**config.mk**
```make
export PLATFORM = sky130hd
export DESIGN_NAME = multi_in_one_out_fifo_lib
export DESIGN_NICKNAME = d
export VERILOG_FILES = /design/src/rtl/multi_in_one_out_fifo_lib_pkg.sv /design/src/rtl/multi_in_one_out_fifo_lib_lane_compact.sv /design/src/rtl/multi_in_one_out_fifo_lib.sv
export SDC_FILE = /design/constraint.sdc
export NUM_CORES = 1
export LEC_CHECK = 0
export ABC_CLOCK_PERIOD_IN_PS = 6100
export CORE_MARGIN = 2
export CORE_UTILIZATION = 45
export DETAILED_ROUTE_END_ITERATION = 16
export SETUP_SLACK_MARGIN = 0.02
export SLEW_MARGIN = 20
export SYNTH_ARGS = -nofsm -noshare
export SYNTH_HDL_FRONTEND = slang
export SYNTH_SLANG_ARGS = --single-unit
```
**constraint.sdc**
```tcl
create_clock -name clk -period 6.1 [get_ports clk]
set_clock_uncertainty 0.05 [all_clocks]
set_input_delay 1.525 -clock clk [delete_from_list [all_inputs] [get_ports clk]]
set_output_delay 1.525 -clock clk [all_outputs]
set_load 0.005 [all_outputs]
```
**src/rtl/multi_in_one_out_fifo_lib_pkg.sv**
```systemverilog
// Shared definitions for the multi-in / one-out FIFO library:
// mode encodings and the modulo pointer helper.
package multi_in_one_out_fifo_lib_pkg;

  localparam int FIFO_MODE_BP  = 0;
  localparam int FIFO_MODE_OVW = 1;

  // Compare-and-subtract wrap; both operands are below n, so one subtract suffices.
  function automatic int wrap_add(input int a, input int b, input int n);
    int s;
    s = a + b;
    return (s >= n) ? s - n : s;
  endfunction

endpackage

```
**src/rtl/multi_in_one_out_fifo_lib_lane_compact.sv**
```systemverilog
// Per-lane prefix popcount of the valid lanes plus the total count.
// Lane k lands at offset = number of valid lanes below k.
module lane_compact_lib #(
  parameter  int IN_NUM = 2,
  localparam int OFS_W  = $clog2(IN_NUM + 1)
) (
  input  logic [IN_NUM-1:0]            in_vld,
  output logic [IN_NUM-1:0][OFS_W-1:0] lane_ofs,
  output logic [OFS_W-1:0]             vld_cnt
);

  logic [OFS_W-1:0] acc;

  always_comb begin
    acc      = '0;
    lane_ofs = '0;
    for (int k = 0; k < IN_NUM; k++) begin
      lane_ofs[k] = acc;
      acc         = acc + OFS_W'(in_vld[k]);
    end
    vld_cnt = acc;
  end

endmodule

```
**src/rtl/multi_in_one_out_fifo_lib.sv**
```systemverilog
// Circular FIFO taking up to IN_NUM sparse lanes per cycle, draining one per cycle,
// with backpressure or overwrite-oldest behaviour when full.
module multi_in_one_out_fifo_lib
  import multi_in_one_out_fifo_lib_pkg::*;
#(
  parameter  int ENT_NUM   = 8,
  parameter  int DATA_SIZE = 32,
  parameter  int IN_NUM    = 2,
  parameter  int OVERWRITE = FIFO_MODE_BP,
  parameter  int AFULL_THR = ENT_NUM - IN_NUM,
  localparam int PTR_W     = $clog2(ENT_NUM),
  localparam int CNT_W     = $clog2(ENT_NUM + 1)
) (
  input  logic                        clk,
  input  logic                        rst_n,
  input  logic [IN_NUM-1:0]           in_vld,
  input  logic [IN_NUM*DATA_SIZE-1:0] in_data,
  output logic                        in_rdy,
  output logic                        out_vld,
  output logic [DATA_SIZE-1:0]        out_data,
  input  logic                        pick_rdy,
  output logic                        fifo_full,
  output logic                        fifo_afull,
  output logic                        fifo_empty,
  output logic [CNT_W-1:0]            ent_cnt,
  output logic                        ovf_pulse
);

  localparam int OFS_W = $clog2(IN_NUM + 1);

  logic [PTR_W-1:0] wr_ptr, rd_ptr, wr_nxt, rd_nxt;
  logic [CNT_W-1:0] cnt_nxt;
  logic [DATA_SIZE-1:0] mem [ENT_NUM];

  logic [IN_NUM-1:0][OFS_W-1:0] lane_ofs;
  logic [IN_NUM-1:0][PTR_W-1:0] lane_slot;
  logic [OFS_W-1:0]             vld_cnt, push_n;
  logic                         pop;
  int                           grow, excess;

  logic [ENT_NUM-1:0]                ent_we;
  logic [ENT_NUM-1:0][DATA_SIZE-1:0] ent_wdata;

  lane_compact_lib #(.IN_NUM(IN_NUM)) u_compact (
    .in_vld   (in_vld),
    .lane_ofs (lane_ofs),
    .vld_cnt  (vld_cnt)
  );

  // Credit is taken from the registered count only; a same-cycle pop does not help.
  assign in_rdy     = (OVERWRITE == FIFO_MODE_OVW) || ((ENT_NUM - int'(ent_cnt)) >= IN_NUM);
  assign out_vld    = (ent_cnt != '0);
  assign fifo_empty = (ent_cnt == '0);
  assign fifo_full  = (int'(ent_cnt) == ENT_NUM);
  assign fifo_afull = (int'(ent_cnt) >= AFULL_THR);
  assign out_data   = mem[rd_ptr];

  assign push_n = in_rdy ? vld_cnt : '0;
  assign pop    = out_vld & pick_rdy;

  always_comb begin
    lane_slot = '0;
    for (int k = 0; k < IN_NUM; k++)
      lane_slot[k] = PTR_W'(wrap_add(int'(wr_ptr), int'(lane_ofs[k]), ENT_NUM));
  end

  // Excess entries are the oldest ones; skipping rd_ptr past them discards them.
  always_comb begin
    grow   = int'(ent_cnt) + int'(push_n) - int'(pop);
    excess = 0;
    if (OVERWRITE == FIFO_MODE_OVW && grow > ENT_NUM)
      excess = grow - ENT_NUM;
    cnt_nxt = CNT_W'(grow - excess);
    rd_nxt  = PTR_W'(wrap_add(int'(rd_ptr), int'(pop) + excess, ENT_NUM));
    wr_nxt  = PTR_W'(wrap_add(int'(wr_ptr), int'(push_n), ENT_NUM));
  end

  always_comb begin
    ent_we    = '0;
    ent_wdata = '0;
    for (int e = 0; e < ENT_NUM; e++)
      for (int k = 0; k < IN_NUM; k++)
        if (in_rdy && in_vld[k] && int'(lane_slot[k]) == e) begin
          ent_we[e]    = 1'b1;
          ent_wdata[e] = in_data[k*DATA_SIZE +: DATA_SIZE];
        end
  end

  always_ff @(posedge clk)
    for (int e = 0; e < ENT_NUM; e++)
      if (ent_we[e]) mem[e] <= ent_wdata[e];

  always_ff @(posedge clk or negedge rst_n) begin
    if (!rst_n) begin
      wr_ptr    <= '0;
      rd_ptr    <= '0;
      ent_cnt   <= '0;
      ovf_pulse <= 1'b0;
    end else begin
      wr_ptr    <= wr_nxt;
      rd_ptr    <= rd_nxt;
      ent_cnt   <= cnt_nxt;
      ovf_pulse <= (excess > 0);
    end
  end

endmodule
```
## Yosys cells after proc, flatten, opt, wreduce, memory -nomap -nowiden

Memory sizes are Yosys's and may differ from the RTL's.
Cells that the tools add are included.

- Word-level logic and storage cells: 136
- Output and inout port bits: 42
- Bits in writable memories: 256
- Flip-flop bits (word level): 10
- Memories kept: 1

Memories:

| name | words | width | rd ports | clocked after memory_dff | wr ports | line | text |
|---|---|---|---|---|---|---|---|
| mem | 8 | 32 | 1 | 0 | 2 | multi_in_one_out_fifo_lib.sv:33 | `logic [DATA_SIZE-1:0] mem [ENT_NUM];` |

- Multiplexer cells: 71
- Bitwise logic cells: 1
- Reduce and logical (&&, ||, !) cells: 28
- Order comparisons: 6
- Eq/ne operators: 15
- Add/sub/neg operators: 11

Operators with widths:

| cell | count |
|---|---|
| $mux W32 | 22 |
| $reduce_or A32 Y1 | 6 |
| $mux W1 | 38 |
| $mux W3 | 10 |
| $eq A3 B3 Y1 const B | 8 |
| $logic_and A1 B1 Y1 | 18 |
| $eq A3 B2 Y1 const B | 4 |
| $ge A4 B4 Y1 const B | 3 |
| $sub A3 B1 Y3 const B | 4 |
| $add A3 B1 Y4 | 2 |
| $eq A3 B1 Y1 const B | 2 |
| $logic_not A3 Y1 | 2 |
| $ge A5 B3 Y1 const B | 1 |
| $sub A4 B4 Y5 const A | 1 |
| $add A3 B2 Y4 | 1 |
| $add A4 B2 Y4 | 1 |
| $eq A4 B4 Y1 const B | 1 |
| $ge A3 B4 Y1 const B | 1 |
| $ge A4 B3 Y1 const B | 1 |
| $logic_not A4 Y1 | 1 |
| $reduce_bool A4 Y1 | 1 |
| $sub A4 B1 Y4 | 1 |
| $add A1 B1 Y2 | 1 |
| $mux W2 | 1 |
| $and A1 B1 Y1 | 1 |

## Logic depth before layout (Yosys ltp)

Gate-level depths: netlist of run 1.

- Depth in word-level cells: 12
- Mapped depth: 15
- Mapped depth without buffers: 13

## By module

Synthesis of run 1 repeated with hierarchy kept, for this count alone.

- Cells, all modules: 1,643
- Area total of the unflattened synthesis: 18,042.3 µm²

By module, submodules not included:

| module | instances | area each (µm²) | cells an instance |
|---|---|---|---|
| multi_in_one_out_fifo_lib | 1 | 17,996.0 | 1,637 |
| lane_compact_lib | 1 | 46.3 | 6 |

## Least setup slack after synthesis of run 1

OpenSTA, ideal clock, no wires.

- Path type: reg2reg
- From: register ent_cnt[0]
- To: memory mem[6][0], enable pin
- Clock period less this slack: 4,768 ps
- Setup time: 470 ps
- Cell stages (with the launch flop): 9
- Setup slack: 1,332 ps
- Arrival time: 4,248 ps
- Required time: 5,580 ps
- Cell sequence: dfrtp_1 > inv_1 > ha_1 > a21boi_0 > or2_2 > buf_2 > or2_2 > buf_2 > o31ai_1

RTL lines:

| item | line | text |
|---|---|---|
| start, declared | multi_in_one_out_fifo_lib.sv:25 | `output logic [CNT_W-1:0] ent_cnt,` |
| start signal, assigned | multi_in_one_out_fifo_lib.sv:102 | `ent_cnt <= cnt_nxt;` |
| end, declared | multi_in_one_out_fifo_lib.sv:33 |  |

## Final worst setup path of run 1

- From: register rd_ptr[0]
- To: output port out_data[8]

- Longest elaborated chain between the ends: 1

Ends and longest elaborated chain:

| item | line | text |
|---|---|---|
| start, declared | multi_in_one_out_fifo_lib.sv:31 | `logic [PTR_W-1:0] wr_ptr, rd_ptr, wr_nxt, rd_nxt;` |
| start signal, assigned | multi_in_one_out_fifo_lib.sv:101 | `rd_ptr <= rd_nxt;` |
| $mem_v2 Z8 W32 | -- |  |
| end, declared | multi_in_one_out_fifo_lib.sv:20 | `output logic [DATA_SIZE-1:0] out_data,` |

Every way passes these cells.

==> results of run 1 <==
[state kept, by name (all words and copies together), names as in the netlist]
signal   flops
ent_cnt      4
mem        256
rd_ptr       3
wr_ptr       3
[critical path: stages, from the launching register on]
cell,delay (ns)
dfrtp_4,0.85
buf_4,0.47
mux4_2,0.58
mux2_2,0.29
clkdlybuf4s50_1,0.47
[routing by layer]
metal  vias up  GRT usage [%]
met5         -              0
li1       5387              -
met1      5970          33.74
met3        57          2.725
met2       445          41.13
met4         2          5.597
[worst max-delay path by stage]
stage / endpoint / slack (ns) / cells after the start
after floorplan: mem[6][0] / 1.33 / 8
after CTS: out_data[8] / 1.18 / 4
after global placement: mem[0][16] / 1.23 / 9
final: out_data[8] / 1.26 / 4
after global routing: out_data[6] / 1.07 / 4
after detailed placement: mem[0][20] / 1.21 / 9
[synthesized netlist by cell type, types with 2 or more instances]
cell / count / area, um^2
mux2_2: 288 / 3243
nor3_1: 257 / 1286
edfxtp_1: 256 / 7687
nand2_1: 134 / 503.0
nand3_1: 131 / 655.6
clkbuf_1: 73 / 274.0
mux4_2: 64 / 1441
nor2b_1: 33 / 206.5
buf_2: 25 / 125.1
buf_4: 23 / 172.7
buf_6: 22 / 247.7
ha_1: 17 / 212.7
inv_1: 17 / 63.81
dfrtp_1: 10 / 250.2
nand3b_1: 6 / 45.04
o31ai_1: 6 / 45.04
buf_1: 5 / 18.77
nand3b_4: 3 / 60.06
xnor2_1: 3 / 26.28
xor2_1: 3 / 26.28
and2_1: 2 / 12.51
and3b_1: 2 / 17.52
and4bb_2: 2 / 25.02
fa_1: 2 / 40.04
or2_2: 2 / 12.51
or4b_1: 2 / 20.02
[final cells by class]
| class | instances | area share, % |
|---|---|---|
| clock inverter | 26 | 1.480 |
| timing repair buffer | 144 | 7.307 |
| sequential | 266 | 41.41 |
| multi-input combinational | 973 | 42.36 |
| inverter | 17 | 0.3324 |
| tap | 468 | 3.051 |
| clock buffer | 32 | 4.061 |
[through the flow]
stage          hold WS (ns)  worst slack [ns]
4_1_cts              0.5656             1.180
3_5_place_dp         0.5478             1.214
5_1_grt              0.6024             1.067
3_3_place_gp         0.5568             1.234
2_1_floorplan        0.4265             1.332
6_report             0.5576             1.262
[cell families (layout without fill, tap and decap cells)]
kind of cell,count (synthesis),in the layout,share of synthesized area (%)
compound gates,15,15,0.7633
buf+inv,166,219,5.432
other cells,1,1,0.02221
mux,352,352,27.75
flops,266,266,47.02
simple gates,580,580,17.21
xor+xnor,6,6,0.3113
fa+ha+maj,19,19,1.497
[power by group through the flow]
stage          sequential (mW)  combinational, mW  clock, mW
3_3_place_gp              2.85               3.94          0
3_5_place_dp              2.86               3.98          0
4_1_cts                   2.82               4.00       1.99
5_1_grt                   2.86               4.31       2.05
2_1_floorplan             2.63               2.76          0
6_report                  2.81               4.03       1.96
==> run summary, run 1 <==
Number of inserted filler cells in the final layout -> 3209
Drt drc -> 0
Worst r2r dst -> mem[6][11]
Number of gates resized after CTS -> 0
First-pass GRT wire length -> 73260 um
Total congestion overflow after global routing -> 0
Flip-flop cell with the highest count after synthesis -> edfxtp_1
Async set or reset register ratio after synthesis -> 3.759%
Switching share of power -> 38.53%
Weighted congestion at the end of routability-driven global placement -> 0.7968
Routed wire length -> 47410 um
Clock insertion delay at the later pin of the skew report -> 0.56 ns
Post-route cell area -> 19190 um^2
Signal arrival time at the worst endpoint -> 3.26 ns
Commonest non-fill, non-tap cells in the layout -> mux2_2 (288), nor3_1 (257), edfxtp_1 (256)
Number of buffers added for setup after CTS -> 0
Max Transition Viols Final -> 0
Flip-flop and latch area -> 7948 um^2
Slew headroom -> 26.19%
Part of the power in combinational logic -> 45.8%
Pin count of the biggest net entering global routing -> 177
Cell Int Power -> 5.409 mW
Antenna violations before repair -> 1
Fraction of layout instances using a drive strength above 1 -> 31.82%
Highest signal layer in the routed design -> met5
Critical hold path startpoint -> ent_cnt[0]
EDFF count, synth -> 256
Setup Crit Path Kind -> reg -> out
Number of standard cells after synthesis -> 1405
Leading cell type in the layout, fill and taps excluded -> mux2_2
Die Footprint -> 39080 um^2
Class of the worst hold path -> reg -> reg
H-tree levels -> 1
CTS tree -> built
Final HPWL from detailed placement -> 26570 um
Area of the multi-input gates -> 8132 um^2
Number of ports placed on the die boundary -> 111
Cell area after technology mapping -> 16880 um^2
Clock buffers created by TritonCTS -> 31
Cells on Worst Hold Path -> 1
Pin slew with the least headroom to its limit -> 1.107 ns
Vias in the first global route -> 12103
Number of nets in the layout -> 1521
Launch instance of the worst register-to-register path -> ent_cnt[0]
Worst hold endpoint -> ent_cnt[0]
Setup total negative slack -> 0 ns
R2r setup slk -> 2.07 ns
Number of buffers inserted by port buffering -> 109
Chip height -> 197.7 um
Effective utilization at floorplan -> 45.89%
Detail Route met3 WL -> 2757 um
All-layer global routing usage -> 24.32%
PwrDens -> 458.5 nW/um^2
Cell area after placement -> 18100 um^2
Post-route met1 wirelength -> 20460 um
CP endpoint kind -> primary output
Result of the run -> finished, final reports clean
# setup viols final -> 0
Number of buffers inserted by hold repair at cts -> 0
Length in cells of the worst reg-to-reg path -> 9
Overall power -> 8.800 mW
Launching instance or port of the critical path -> rd_ptr[0]
Largest voltage drop on the vdd net -> 0.0003987 V
Mapped Nets -> 1493
Unique cell type count in the Yosys netlist -> 43
Sequential-to-total area share from yosys stat -> 47.02%
CTS clock-pin slew for the worst setup and hold paths -> 0.06 ns
Portion of total power attributed to sequential cells -> 32.0%
Die boundary width -> 197.7 um
Clock tree root buffer cell -> clkbuf_16
Average cell area after synthesis -> 12.02 um^2
Count of synthesis-stage warnings from yosys -> 0
Switch Pwr -> 3.391 mW
Drt pass-1 iters -> 5
Ant diodes -> 0
Worst-path maximum fanout -> 28
Total number of placement rows -> 70
Placed Cells -> 1867
Element type at the critical path start -> flip-flop
Final critical delay including setup and external delays -> 4.838 ns
Wirelength per Cell -> 24.62 um
Fin crit share -> 79.31%
Critical path data required time -> 4.53 ns
Number of clock sinks -> 266
Final hold violation count -> 0
Final ANT Viol Nets -> 0
Static Leak -> 6.643 nW
Routed length on met2 -> 23260 um
Max Fclk -> 0.2067 GHz
Clock Tree Buf Depth -> 3
Signed area change from the synthesized netlist to the final layout -> 13.70%
Share of total power in the clock network -> 22.2%
Final instance count without filler cells -> 1926
Detailed-route via count -> 11861
Core Box Area -> 36790 um^2
Util after Layout -> 52.18%
Unrepaired setup endpoints after global routing -> no
Number of register bits inferred by synthesis -> 266
Max-cap violation count -> 0
Number of design-rule violations left by the first detailed-router iteration -> 1096
Post-detailed-route via-to-cell ratio -> 6.158
Power figures use the tool's default switching activity.
==> run 2, diff against run 1 <==
- ABC_CLOCK_PERIOD_IN_PS: 6100 -> 4900
- clock period: 6.1 -> 4.9 ns (I/O delays scaled with it)
==> run 2 against run 1 <==
Compared with the run above:
- core utilization is 0.051 points higher
- sequential cell count stayed put
- routed wire length is 0.22% lower
- combinational power is 24% higher
- critical path type unchanged
- largest cell class unchanged
- highest routed layer unchanged
==> run summary, run 2 (synthesis results as in run 1) <==
Largest register FFs -> 256 (unchanged)
CTS tree -> built
Top delay family on crit path -> simple AND/OR/NAND/NOR gates
Launch instance of the worst register-to-register path -> ent_cnt[1]
Number of buffers inserted by port buffering -> 109 (unchanged)
Total congestion overflow after global routing -> 0 (unchanged)
Unrepaired setup endpoints after global routing -> no
Commonest non-fill, non-tap cells in the layout -> mux2_2 (288), nor3_1 (257), edfxtp_1 (256)
Routed wire length -> 47310 um (-0.22%)
Wirelength per Cell -> 24.47 um (-0.58%)
Worst hold endpoint -> ent_cnt[0]
Largest Register -> mem
Number of design-rule violations left by the first detailed-router iteration -> 1050 (-4.2%)
Final HPWL from detailed placement -> 28390 um (+6.8%)
Class of the worst hold path -> reg -> reg
Weighted congestion at the end of routability-driven global placement -> 0.7810 (-2.0%)
Die Footprint -> 39080 um^2 (unchanged)
Drt pass-1 iters -> 6 (+1)
Pin slew with the least headroom to its limit -> 1.098 ns (-0.009010 ns)
Element type at the critical path start -> flip-flop
Static Leak -> 6.641 nW (about the same)
Number of nets in the layout -> 1533 (+0.79%)
Detailed-route via count -> 11859 (-0.017%)
Effective utilization at floorplan -> 45.89% (unchanged)
Post-route worst setup slack -> 0.3076 ns (-0.9543 ns)
Clock buffers created by TritonCTS -> 31 (unchanged)
Number of buffers added for setup after CTS -> 0 (unchanged)
Max Fclk -> 0.2178 GHz
Post-detailed-route via-to-cell ratio -> 6.135 (-0.38%)
Number of clock sinks -> 266 (unchanged)
Final critical delay including setup and external delays -> 4.592 ns
First-pass GRT wire length -> 73110 um (-0.21%)
Fraction of layout instances using a drive strength above 1 -> 31.40% (-0.43 points)
Drt drc -> 0 (unchanged)
Number of gates resized after CTS -> 0 (unchanged)
Cells on Worst Hold Path -> 1 (unchanged)
Number of buffers inserted by hold repair at cts -> 0 (unchanged)
CP endpoint kind -> primary output
Clock Tree Buf Depth -> 3 (unchanged)
Max-cap violation count -> 0 (unchanged)
Worst r2r dst -> mem[0][17]
Max Transition Viols Final -> 0 (unchanged)
Leading cell type in the layout, fill and taps excluded -> mux2_2
H-tree levels -> 1 (unchanged)
Final ANT Viol Nets -> 0 (unchanged)
Stages on the worst setup path -> 7 (+3)
Clock tree root buffer cell -> clkbuf_16
Ant diodes -> 0 (unchanged)
Signal arrival time at the worst endpoint -> 3.32 ns (+0.06 ns)
Final hold violation count -> 0 (unchanged)
Slowest cell delay on critical path -> 0.56 ns (-0.29 ns)
Cell mode on critical path -> inv_1
Fin crit share -> 93.72%
Length in cells of the worst reg-to-reg path -> 9 (unchanged)
Total number of placement rows -> 70 (unchanged)
Die boundary width -> 197.7 um (unchanged)
R2r setup slk -> 0.77 ns (-1.30 ns)
Slew headroom -> 26.80% (+0.60 points)
Clock insertion delay at the later pin of the skew report -> 0.56 ns (about the same)
Worst setup timing slack at the placement stage -> 0.7306 ns (-0.4836 ns)
Number of ports placed on the die boundary -> 111 (unchanged)
Result of the run -> finished, final reports clean
Chip height -> 197.7 um (unchanged)
Highest-delay cell along the critical path -> or4b_1
Core Box Area -> 36790 um^2 (unchanged)
Antenna violations before repair -> 1 (unchanged)
Setup total negative slack -> 0 ns (unchanged)
Worst-path maximum fanout -> 10 (-64%)
Crit path buf inv count -> 3 (+1)
Vias in the first global route -> 12026 (-0.64%)
CP cell instances -> inv_1 -> ha_1 -> or4b_1 -> a21oi_4 -> or2_2 -> inv_1 -> clkdlybuf4s50_1
Pin count of the biggest net entering global routing -> 170 (-4.0%)
PwrDens -> 559.9 nW/um^2 (+22%)
All-layer global routing usage -> 24.36% (+0.041 points)
# setup viols final -> 0 (unchanged)
Signed area change from the synthesized netlist to the final layout -> 13.81% (about the same)
CTS clock-pin slew for the worst setup and hold paths -> 0.06 ns (about the same)
Setup Crit Path Kind -> reg -> out
Largest registers -> mem (256), ent_cnt (4)
Critical path data required time -> 3.62 ns (-0.91 ns)
Critical hold path startpoint -> ent_cnt[0]
Largest voltage drop on the vdd net -> 0.0007455 V (+87%)
run 2: cell count changes in the layout (fill, tap and decap cells not counted):
cell,previous run,this run
buf_12,2,8
bufinv_16,6,3
buf_16,1,0
clkbuf_1,1,8
clkinv_1,7,11
inv_6,2,0
buf_4,31,38
clkinv_2,9,0
clkinvlp_4,2,0
run 2: area by class of cell:
| class | count | area (um^2) |
|---|---|---|
| well taps | 468 | 585.6 |
| clock inverters | 14 | 131.4 |
| fillers | 3153 | 17570 |
| inverters | 17 | 63.81 |
| multi-input cells | 973 | 8132 |
| flip-flops and latches | 266 | 7948 |
| clock buffers | 39 | 805.8 |
| repair buffers | 156 | 1548 |
run 2: metal layers:
| layer | track usage, % | routed length, um | up-vias |
|---|---|---|---|
| li1 | - | - | 5410 |
| met1 | 33.54 | 20420 | 5995 |
| met2 | 40.99 | 23260 | 380 |
| met3 | 3.475 | 2601 | 72 |
| met4 | 5.486 | 1010 | 2 |
| met5 | 0 | 13 | - |
run 2: worst max path at each step:
stage	start	end	slack [ns]
after floorplan	ent_cnt[0]	mem[6][0]	0.13
after global placement	in_vld[0]	mem[3][19]	0.79
after detailed placement	in_vld[0]	mem[3][12]	0.73
after CTS	ent_cnt[0]	in_rdy	0.28
after global routing	ent_cnt[0]	in_rdy	0.15
final	ent_cnt[1]	in_rdy	0.31
run 2: report_power, final:
group          leakage (nW)  internal (mW)  total [mW]  switching [mW]
Sequential             2.43           3.12        3.54           0.419
Combinational          3.76           2.19        5.01            2.83
Clock                 0.451           1.30        2.21           0.912
Total                  6.64           6.60        10.8            4.16
run 2: metrics by stage:
| stage | instance area [um^2] | hold WS, ns | util (%) | instances | power, mW |
|---|---|---|---|---|---|
| 2_1_floorplan | 16880 | 0.4265 | - | 1405 | 6.714 |
| 3_3_place_gp | 18270 | 0.5171 | 49.65 | 1879 | 8.518 |
| 3_5_place_dp | 18270 | 0.5664 | 49.65 | 1879 | 8.584 |
| 4_1_cts | 19200 | 0.5819 | 52.20 | 1932 | 10.81 |
| 5_1_grt | 19210 | 0.6095 | 52.23 | 1933 | 11.29 |
| 6_report | 19210 | 0.5706 | 52.23 | 1933 | 10.76 |
==> run 3, diff against run 2 <==
- GPL_TIMING_DRIVEN: unset -> 0
==> run 3 against run 2 <==
Compared with the run above:
- first-iteration DRC count grew 44%
- sequential power shrank 7.6%
- largest cell class unchanged
- highest routed layer unchanged
- sequential share of layout area shrank 1.2 points
- global-route usage grew 5.2 points
==> run summary, run 3 (synthesis results as in run 1) <==
Portion of total power attributed to sequential cells -> 28.6% (-4.3 points)
Vias in the first global route -> 13342 (+11%)
Commonest non-fill, non-tap cells in the layout -> mux2_2 (288), nor3_1 (257), edfxtp_1 (256)
Launch instance of the worst register-to-register path -> wr_ptr[0]
Critical path data required time -> 3.62 ns (about the same)
Crit path buf inv count -> 3 (unchanged)
CTS clock-pin slew for the worst setup and hold paths -> 0.06 ns (about the same)
Unrepaired setup endpoints after global routing -> no
Pin count of the biggest net entering global routing -> 33 (-81%)
Worst r2r dst -> mem[1][16]
Length in cells of the worst reg-to-reg path -> 6 (-3)
Highest-delay cell along the critical path -> clkbuf_1
Post-route cell area -> 19770 um^2 (+2.9%)
Slowest cell delay on critical path -> 0.61 ns (+0.05 ns)
Critical hold path startpoint -> rd_ptr[1]
Signed area change from the synthesized netlist to the final layout -> 17.10%
Setup total negative slack -> 0 ns (unchanged)
Result of the run -> finished, final reports clean
Overall power -> 11.45 mW (+6.4%)
Slew headroom -> 39.97% (+13 points)
Max Fclk -> 0.2123 GHz (-2.5%)
Drt pass-1 iters -> 5 (-1)
Die Footprint -> 39080 um^2 (unchanged)
Switch Pwr -> 4.777 mW (+15%)
Cells on Worst Hold Path -> 1 (unchanged)
Worst setup timing slack at the placement stage -> -0.2692 ns (-0.9998 ns)
Max-cap violation count -> 0 (unchanged)
Post-route worst setup slack -> 0.1888 ns (-0.1188 ns)
Drt drc -> 0 (unchanged)
Switching share of power -> 41.74% (+3.1 points)
Setup Crit Path Kind -> reg -> out
Number of inserted filler cells in the final layout -> 3248 (+3.0%)
Number of ports placed on the die boundary -> 111 (unchanged)
# setup viols final -> 0 (unchanged)
Core Box Area -> 36790 um^2 (unchanged)
Effective utilization at floorplan -> 45.89% (unchanged)
Part of the power in combinational logic -> 52.7% (+6.1 points)
Clock Tree Buf Depth -> 3 (unchanged)
Total number of placement rows -> 70 (unchanged)
Final HPWL from detailed placement -> 39240 um (+38%)
Fin crit share -> 96.15% (+2.4 points)
Number of nets in the layout -> 1651 (+7.7%)
CP endpoint kind -> primary output
Top delay family on crit path -> buffers and inverters
Share of total power in the clock network -> 18.7% (-1.9 points)
Antenna violations before repair -> 1 (unchanged)
Number of gates resized after CTS -> 0 (unchanged)
Largest registers -> mem (256), ent_cnt (4)
Element type at the critical path start -> flip-flop
Final hold violation count -> 0 (unchanged)
CP cell instances -> clkbuf_1 -> buf_2 -> mux4_2 -> mux2_2 -> clkdlybuf4s50_1
Cell Int Power -> 6.668 mW (+1.0%)
Final ANT Viol Nets -> 0 (unchanged)
Leading cell type in the layout, fill and taps excluded -> mux2_2
Util after Layout -> 53.74% (+1.5 points)
R2r setup slk -> 1.09 ns (+0.32 ns)
Number of buffers inserted by port buffering -> 109 (unchanged)
Hold slack -> 0.4539 ns (-0.1166 ns)
Chip height -> 197.7 um (unchanged)
Clock insertion delay at the later pin of the skew report -> 0.58 ns (+0.02 ns)
Placed Cells -> 1999 (+6.4%)
First-pass GRT wire length -> 84300 um (+15%)
Final instance count without filler cells -> 2053 (+6.2%)
Largest Register -> mem
CTS tree -> built
Clock buffers created by TritonCTS -> 31 (unchanged)
Largest voltage drop on the vdd net -> 0.0003039 V (-59%)
Signal arrival time at the worst endpoint -> 3.44 ns (+0.12 ns)
Number of buffers inserted by hold repair at cts -> 0 (unchanged)
Final critical delay including setup and external delays -> 4.711 ns (+0.1188 ns)
All-layer global routing usage -> 29.54% (+5.2 points)
Routed wire length -> 57600 um (+22%)
Max Transition Viols Final -> 0 (unchanged)
Static Leak -> 6.914 nW (+4.1%)
Post-detailed-route via-to-cell ratio -> 6.333 (+3.2%)
Cell area after placement -> 18860 um^2 (+3.3%)
Wirelength per Cell -> 28.06 um (+15%)
Class of the worst hold path -> reg -> reg
Die boundary width -> 197.7 um (unchanged)
PwrDens -> 578.9 nW/um^2 (+3.4%)
Worst hold endpoint -> rd_ptr[1]
Ant diodes -> 0 (unchanged)
Fraction of layout instances using a drive strength above 1 -> 31.23% (-0.17 points)
H-tree levels -> 1 (unchanged)
Number of buffers added for setup after CTS -> 0 (unchanged)
Pin slew with the least headroom to its limit -> 0.9005 ns (-0.1976 ns)
Number of clock sinks -> 266 (unchanged)
Weighted congestion at the end of routability-driven global placement -> 0.9550 (+22%)
Worst-path maximum fanout -> 10 (unchanged)
Detailed-route via count -> 13001 (+9.6%)
Number of design-rule violations left by the first detailed-router iteration -> 1509 (+44%)
Clock tree root buffer cell -> clkbuf_16
Total congestion overflow after global routing -> 0 (unchanged)
Largest register FFs -> 256 (unchanged)
[run 3: cell count changes in the layout (fill, tap and decap cells not counted), moves of 6 or more]
cell      before  now
clkbuf_1       8   83
buf_4         38   23
buf_2          0   24
buf_8          0    6
buf_12         8    1
buf_6          1   33
[run 3: power by group through the flow]
stage | sequential, mW | clock [mW] | combinational [mW]
floorplan | 3.27 | 0 | 3.44
global placement | 3.37 | 0 | 5.70
detailed placement | 3.31 | 0 | 5.93
CTS | 3.27 | 2.17 | 5.96
global route | 3.30 | 2.24 | 6.32
finish | 3.27 | 2.14 | 6.03
[run 3: worst max-delay path by stage]
stage | cells past startpoint | start | end | slack (ns)
2_1_floorplan | 8 | ent_cnt[0] | mem[6][0] | 0.13
3_3_place_gp | 3 | in_vld[0] | mem[2][15] | -2.89
3_5_place_dp | 8 | in_vld[0] | mem[0][8] | -0.27
4_1_cts | 9 | ent_cnt[0] | in_rdy | 0.11
5_1_grt | 5 | rd_ptr[0] | out_data[0] | 0.05
6_report | 5 | rd_ptr[0] | out_data[12] | 0.19
[run 3: worst register-to-register path: stages, from the launching register on]
cell and delay (ns):
dfrtp_1 0.57, clkbuf_1 0.56, clkbuf_1 0.65, inv_1 0.35
or4b_1 0.62, nand2_2 0.40, buf_12 0.27
[run 3: layout make-up]
type / count / area [um^2] / area share, %
clock inverters: 14 / 88.84 / 0.4494
inverters: 17 / 63.81 / 0.3228
repair buffers: 126 / 1310 / 6.627
well taps: 468 / 585.6 / 2.962
clock buffers: 41 / 813.3 / 4.114
flip-flops and latches: 266 / 7938 / 40.15
plain buffers: 148 / 848.3 / 4.291
multi-input cells: 973 / 8122 / 41.08
[run 3: layer usage]
metal,vias to the layer above,global-route usage (%),wire (um),part of all wire (%)
li1,5641,-,-,-
met1,6375,40.13,23530,41
met2,805,47.47,26440,46
met3,178,4.701,5276,9.2
met4,2,12.00,2339,4.1
met5,-,0,8,0.014
